## config.mk

```make
export PLATFORM = sky130hd
export DESIGN_NAME = muldiv_unit
export DESIGN_NICKNAME = d
export VERILOG_FILES = /design/src/rtl/muldiv_unit.sv
export SDC_FILE = /design/constraint.sdc
export NUM_CORES = 1
export LEC_CHECK = 0
export ABC_CLOCK_PERIOD_IN_PS = 13900
export BUFFER_PORTS_ARGS = -buffer_cell sky130_fd_sc_hd__buf_4
export CAP_MARGIN = 10
export CORE_AREA = 4 4 213 174
export CTS_CLUSTER_DIAMETER = 60
export DETAILED_ROUTE_END_ITERATION = 16
export DIE_AREA = 0 0 217 178
export GPL_ROUTABILITY_DRIVEN = 0
export GPL_TIMING_DRIVEN = 0
export HOLD_SLACK_MARGIN = 0.08
export PLACE_DENSITY = 0.73
export SYNTH_ARGS = -nofsm -noshare
export SYNTH_HDL_FRONTEND = slang
export SYNTH_SLANG_ARGS = --single-unit
```

## constraint.sdc

```tcl
create_clock -name clock -period 13.9 [get_ports clock]
set_input_delay 1.39 -clock clock [delete_from_list [all_inputs] [get_ports clock]]
set_output_delay 1.39 -clock clock [all_outputs]
set_load 0.02 [all_outputs]
```

## src/rtl/muldiv_unit.sv

```systemverilog
// Iterative MIPS HI/LO multiply/divide unit: one operand bit per cycle, shift-add multiply and
// restoring divide on magnitudes, with signs applied in a final fix-up cycle.
module muldiv_unit #(
  parameter int WIDTH = 32
) (
  input  logic             clock,
  input  logic             reset,
  input  logic             start,
  input  logic [1:0]       op,
  input  logic [WIDTH-1:0] rsData,
  input  logic [WIDTH-1:0] rtData,
  input  logic             hiWrite,
  input  logic             loWrite,
  input  logic [WIDTH-1:0] wData,
  output logic             busy,
  output logic             done,
  output logic [WIDTH-1:0] hi,
  output logic [WIDTH-1:0] lo
);

  typedef enum logic [1:0] {IDLE, RUN, FIX} state_t;

  state_t               state;
  logic                 is_div;
  logic                 neg_q;
  logic                 neg_r;
  logic [WIDTH-1:0]     opa;
  logic [WIDTH-1:0]     opb;
  logic [2*WIDTH-1:0]   acc;
  logic [5:0]           cnt;

  logic signed [WIDTH-1:0] rs_s;
  logic signed [WIDTH-1:0] rt_s;
  logic                    rs_neg;
  logic                    rt_neg;
  logic [WIDTH:0]          mul_sum;
  logic [WIDTH:0]          rem_sh;
  logic [WIDTH:0]          diff;

  function automatic logic [WIDTH-1:0] cond_neg(input logic [WIDTH-1:0] v, input logic neg);
    return neg ? -v : v;
  endfunction

  function automatic logic [2*WIDTH-1:0] cond_neg_wide(input logic [2*WIDTH-1:0] v,
                                                       input logic neg);
    return neg ? -v : v;
  endfunction

  // opa holds the multiplicand / dividend magnitude, opb the multiplier / divisor magnitude.
  always_comb begin
    rs_s    = rsData;
    rt_s    = rtData;
    rs_neg  = op[0] && (rs_s < 0);
    rt_neg  = op[0] && (rt_s < 0);
    mul_sum = {1'b0, acc[2*WIDTH-1:WIDTH]} + (opb[0] ? {1'b0, opa} : '0);
    rem_sh  = {acc[2*WIDTH-1:WIDTH], opa[WIDTH-1]};
    diff    = rem_sh - {1'b0, opb};
  end

  always_ff @(posedge clock or posedge reset) begin
    if (reset) begin
      state  <= IDLE;
      busy   <= 1'b0;
      done   <= 1'b0;
      hi     <= '0;
      lo     <= '0;
      is_div <= 1'b0;
      neg_q  <= 1'b0;
      neg_r  <= 1'b0;
      opa    <= '0;
      opb    <= '0;
      acc    <= '0;
      cnt    <= '0;
    end else begin
      done <= 1'b0;
      case (state)
        IDLE: begin
          if (hiWrite) hi <= wData;
          if (loWrite) lo <= wData;
          if (start) begin
            is_div <= op[1];
            // A zero divisor keeps the all-ones quotient unsigned.
            neg_q  <= (rs_neg ^ rt_neg) && !(op[1] && (rtData == '0));
            neg_r  <= rs_neg;
            opa    <= cond_neg(rsData, rs_neg);
            opb    <= cond_neg(rtData, rt_neg);
            acc    <= '0;
            cnt    <= '0;
            busy   <= 1'b1;
            state  <= RUN;
          end
        end
        RUN: begin
          if (is_div) begin
            if (!diff[WIDTH]) acc <= {diff[WIDTH-1:0], acc[WIDTH-2:0], 1'b1};
            else              acc <= {rem_sh[WIDTH-1:0], acc[WIDTH-2:0], 1'b0};
            opa <= opa << 1;
          end else begin
            acc <= {mul_sum, acc[WIDTH-1:1]};
            opb <= opb >> 1;
          end
          cnt <= cnt + 6'd1;
          if (cnt == 6'(WIDTH-1)) state <= FIX;
        end
        FIX: begin
          if (is_div) begin
            hi <= cond_neg(acc[2*WIDTH-1:WIDTH], neg_r);
            lo <= cond_neg(acc[WIDTH-1:0], neg_q);
          end else begin
            {hi, lo} <= cond_neg_wide(acc, neg_q);
          end
          done  <= 1'b1;
          busy  <= 1'b0;
          state <= IDLE;
        end
        default: state <= IDLE;
      endcase
    end
  end

endmodule

```

==> flow_summary.toml <==
[sta]
finalSetupViolations = 0
finalCritPeriodShare = 0.3321
slew_headroom = 0.3434
max_clock_freq_mhz = 216.6
finClkSkew_ns = 0.01436
hold_viol_final = 0
layout_min_cycle_time_ns = 4.616
setup_tns_ns = 0
tightestPinTransition_ns = 0.9848
grt_setup_unrepaired = "no"
drv_slew = 0

[logic_synthesis]
synth-async-reset-ratio = 1.000
yosysTopAreaCellShare = 0.3303
syn-num-nets = 2126
yosysSeqAreaShare = 0.3303
synth_area_sq_um = 15530
ys_seq_elements = 205
synth_warnings = 0
synth_area_per_cell_sq_um = 7.961
synth-edff-count = 0
synthCells = 1951
synthTopCellsByArea = "dfrtp_1 (33%), o21ai_0 (7.2%), a21oi_1 (6.1%)"
synth_cell_type_count = 83
synthFlopType = "dfrtp_1"
yosys.area.top_type = "dfrtp_1"

[critical_path]
r2r_slack_ns = 9.28
crit_buf_inv = 2
r2r_end = "acc[57]"
cpPeakStageDelay_ns = 0.59
endpoint_kind = "flip-flop"
critical_path.most_common_cell = "o41ai_2"
path_cells = "clkbuf_1 > and2_1 > ha_1 > inv_1 > fa_1 > nand2b_1 > a21oi_1 > nor4b_2 > o31a_1 > o41ai_2 > o41ai_2 > o21ai_0 > a21boi_0 > xor2_1 > o211ai_1"
worst_setup_path_start_kind = "flip-flop"
critical_path_class = "flip-flop to flip-flop"
reg2reg_depth = 15
path_delay_family = "compound AO/OA/AOI/OAI gates"
r2r-start = "opb[0]"
arrival_ns = 5.02
crit_slowest_cell = "dfrtp_1"
cp.required_ns = 14.30
critPathMaxFanout = 11

[placement]
hpwl_um = 40870
io_buffers = 168
dp_cells = 2592

[cts]
clockBufferDepth = 3
cts_resized = 0
clk_latency_ns = 0.54
cts_tree = "built"
ctsRootBufferMaster = "clkbuf_16"
cts_max_level = 1
cts.reportedPaths.clkPinSlew_ns = 0.07
clock_sinks = 205
cts_setup_buffers = 0
cts_hold_buf = 0
numCtsBuffers = 24

[finish]
fillers = 3260
fin_cells = 2637
drive_above_1_share = 0.1174
nNetsFinal = 2321
fin_util = 0.5275
area_growth_pct = 17.68

[grt]
grt_max_degree = 105
gr-total-overflow = 0
antenna_found_initial = 1
grt_pass1_vias = 14990
grt_pass1_wl_um = 81550
track_usage = 0.2618

[detailed_routing]
num_vias = 15780
routed_wl_um = 52490
vias_per_cell = 5.984
drt_iter0_drc = 1567
firstDrtPassIters = 6
drt_drc_violations_left = 0
postRouteAntennaNets = 0
detail_route.wl_per_cell_um = 19.91

[min_path]
whs_path_depth = 1
hold_path.class = "flip-flop to flip-flop"
worstHoldStart = "cnt[5]"
hold_end = "cnt[5]"

[power]
clockPowerShare = 0.159
irDropWorstVdd_v = 0.0001115
p_sw_frac = 0.4782
p_int_w = 0.002260
pwr_density_cell_nw_per_um2 = 237.0
p_comb_frac = 0.581
cellLeakagePower_nw = 8.137
power.switching_w = 0.002071
seq_power_share = 0.260

[die]
fp.dieW_um = 217
fp-row-count = 61
die_height_um = 178
fp.coreArea_sq_um = 34650
initial_utilization = 0.4483
dieArea_sq_um = 38630
num_io_pins = 169

[status]
status = "completed"

[run]
cap_violations = 0
-- metrics by stage --
stage	cell area [sq um]	hold WS, ns	setup slack (ns)	power (W)
after floorplan	15530	0.4386	6.914	0.002837
after global placement	17380	0.4571	4.506	0.003499
after detailed placement	17420	0.4709	9.468	0.003573
after CTS	18280	0.4764	9.403	0.004274
after global routing	18280	0.4976	9.163	0.004618
final	18280	0.4725	9.284	0.004331
-- cell families (layout without fill, tap and decap cells) --
family	Yosys count	count (layout)	share of synthesized area
and+or+nand+nor	639	639	0.1923
buffers and inverters	178	391	0.04608
other	0	1	0
xor gates and xnor gates	159	159	0.09014
adders and majority gates	72	72	0.05897
AOI/OAI and AO/OA	645	645	0.2481
muxes	53	53	0.03416
DFF	205	205	0.3303
-- layout make-up --
type                            instances  area, sq um  share of cell area
Sequential cell                       205         5130              0.2806
Multi-Input combinational cell       1568         9687              0.5299
Timing Repair Buffer                  169         1289             0.07050
Inverter                               65        251.5             0.01376
Clock buffer                           33        705.7             0.03861
Antenna cell                            1        2.502           0.0001369
Tap cell                              472        590.6             0.03231
Clock inverter                         11        151.4            0.008283
Buffer                                113        471.7             0.02581
-- worst reg2reg max path: stages (launching register included) --
cell      delay, ns
dfrtp_1        0.59
clkbuf_1       0.53
and2_1         0.26
ha_1           0.24
inv_1          0.07
fa_1           0.38
nand2b_1       0.21
a21oi_1        0.25
nor4b_2        0.10
o31a_1         0.37
o41ai_2        0.47
o41ai_2        0.18
o21ai_0        0.30
a21boi_0       0.17
xor2_1         0.27
o211ai_1       0.11
-- per-layer routing --
metal,global-route usage,up-vias,wire [um]
li1,-,7337,-
met1,0.3455,7501,21820
met2,0.4202,785,23530
met3,0.06216,153,4954
met4,0.09642,4,2076
met5,0.01795,-,111
-- state kept, by name (all words and copies together), names as in the netlist --
name	flops
cnt	6
is_div	1
neg_r	1
acc	64
lo	32
neg_q	1
hi	32
opb	32
state	2
busy	1
opa	32
done	1
-- power groups by stage --
stage / sequential (W) / combinational [W] / clock [W]
4_1_cts: 0.00111 / 0.00247 / 0.000693
5_1_grt: 0.00114 / 0.00275 / 0.000721
2_1_floorplan: 0.00106 / 0.00178 / 0
3_5_place_dp: 0.00112 / 0.00245 / 0
3_3_place_gp: 0.00111 / 0.00239 / 0
6_report: 0.00113 / 0.00252 / 0.000688
-- synthesized netlist by cell type, drive strengths merged (20+ instances only) --
| cell type | instances |
|---|---|
| clkbuf | 93 |
| o21ai | 231 |
| ha | 70 |
| a21o | 35 |
| a21oi | 191 |
| buf | 20 |
| nand2 | 250 |
| nor3 | 29 |
| xnor2 | 78 |
| xor2 | 81 |
| nand3 | 22 |
| or3 | 20 |
| inv | 65 |
| nor4 | 20 |
| mux2i | 53 |
| nand2b | 21 |
| o31ai | 32 |
| a31oi | 35 |
| and2 | 43 |
| dfrtp | 205 |
| nor2 | 186 |
-- layout by cell type, fill, tap and decap left out, types with 8 or more instances in the layout --
| master | Yosys | routed |
|---|---|---|
| a211oi_1 | 12 | 12 |
| a21o_1 | 35 | 35 |
| a21oi_1 | 190 | 190 |
| a221o_1 | 8 | 8 |
| a22oi_1 | 16 | 16 |
| a31oi_1 | 35 | 35 |
| and2_1 | 43 | 43 |
| and3_1 | 12 | 12 |
| buf_1 | 9 | 9 |
| buf_4 | 0 | 168 |
| clkbuf_1 | 91 | 94 |
| clkbuf_16 | 0 | 25 |
| dfrtp_1 | 205 | 205 |
| ha_1 | 70 | 70 |
| inv_1 | 64 | 63 |
| mux2i_1 | 53 | 53 |
| nand2_1 | 248 | 248 |
| nand2b_1 | 19 | 19 |
| nand3_1 | 21 | 21 |
| nor2_1 | 185 | 185 |
| nor3_1 | 27 | 27 |
| nor4_1 | 18 | 18 |
| o211ai_1 | 13 | 13 |
| o21a_1 | 8 | 8 |
| o21ai_0 | 223 | 223 |
| o21bai_1 | 8 | 8 |
| o31ai_1 | 32 | 32 |
| o41ai_1 | 8 | 8 |
| or3_1 | 18 | 18 |
| xnor2_1 | 77 | 77 |
| xor2_1 | 81 | 81 |
-- worst max-delay path by stage --
stage / slack [ns] / depth (start not counted) / end / startpoint
floorplan: 6.91 / 1 / acc[0] / reset
global placement: 4.51 / 2 / opa[2] / reset
detailed placement: 9.47 / 15 / acc[55] / opb[0]
CTS: 9.40 / 15 / acc[57] / opb[0]
global route: 9.16 / 15 / acc[55] / opb[0]
finish: 9.28 / 15 / acc[57] / opb[0]
No activity file was read; power rests on OpenSTA's default activity.
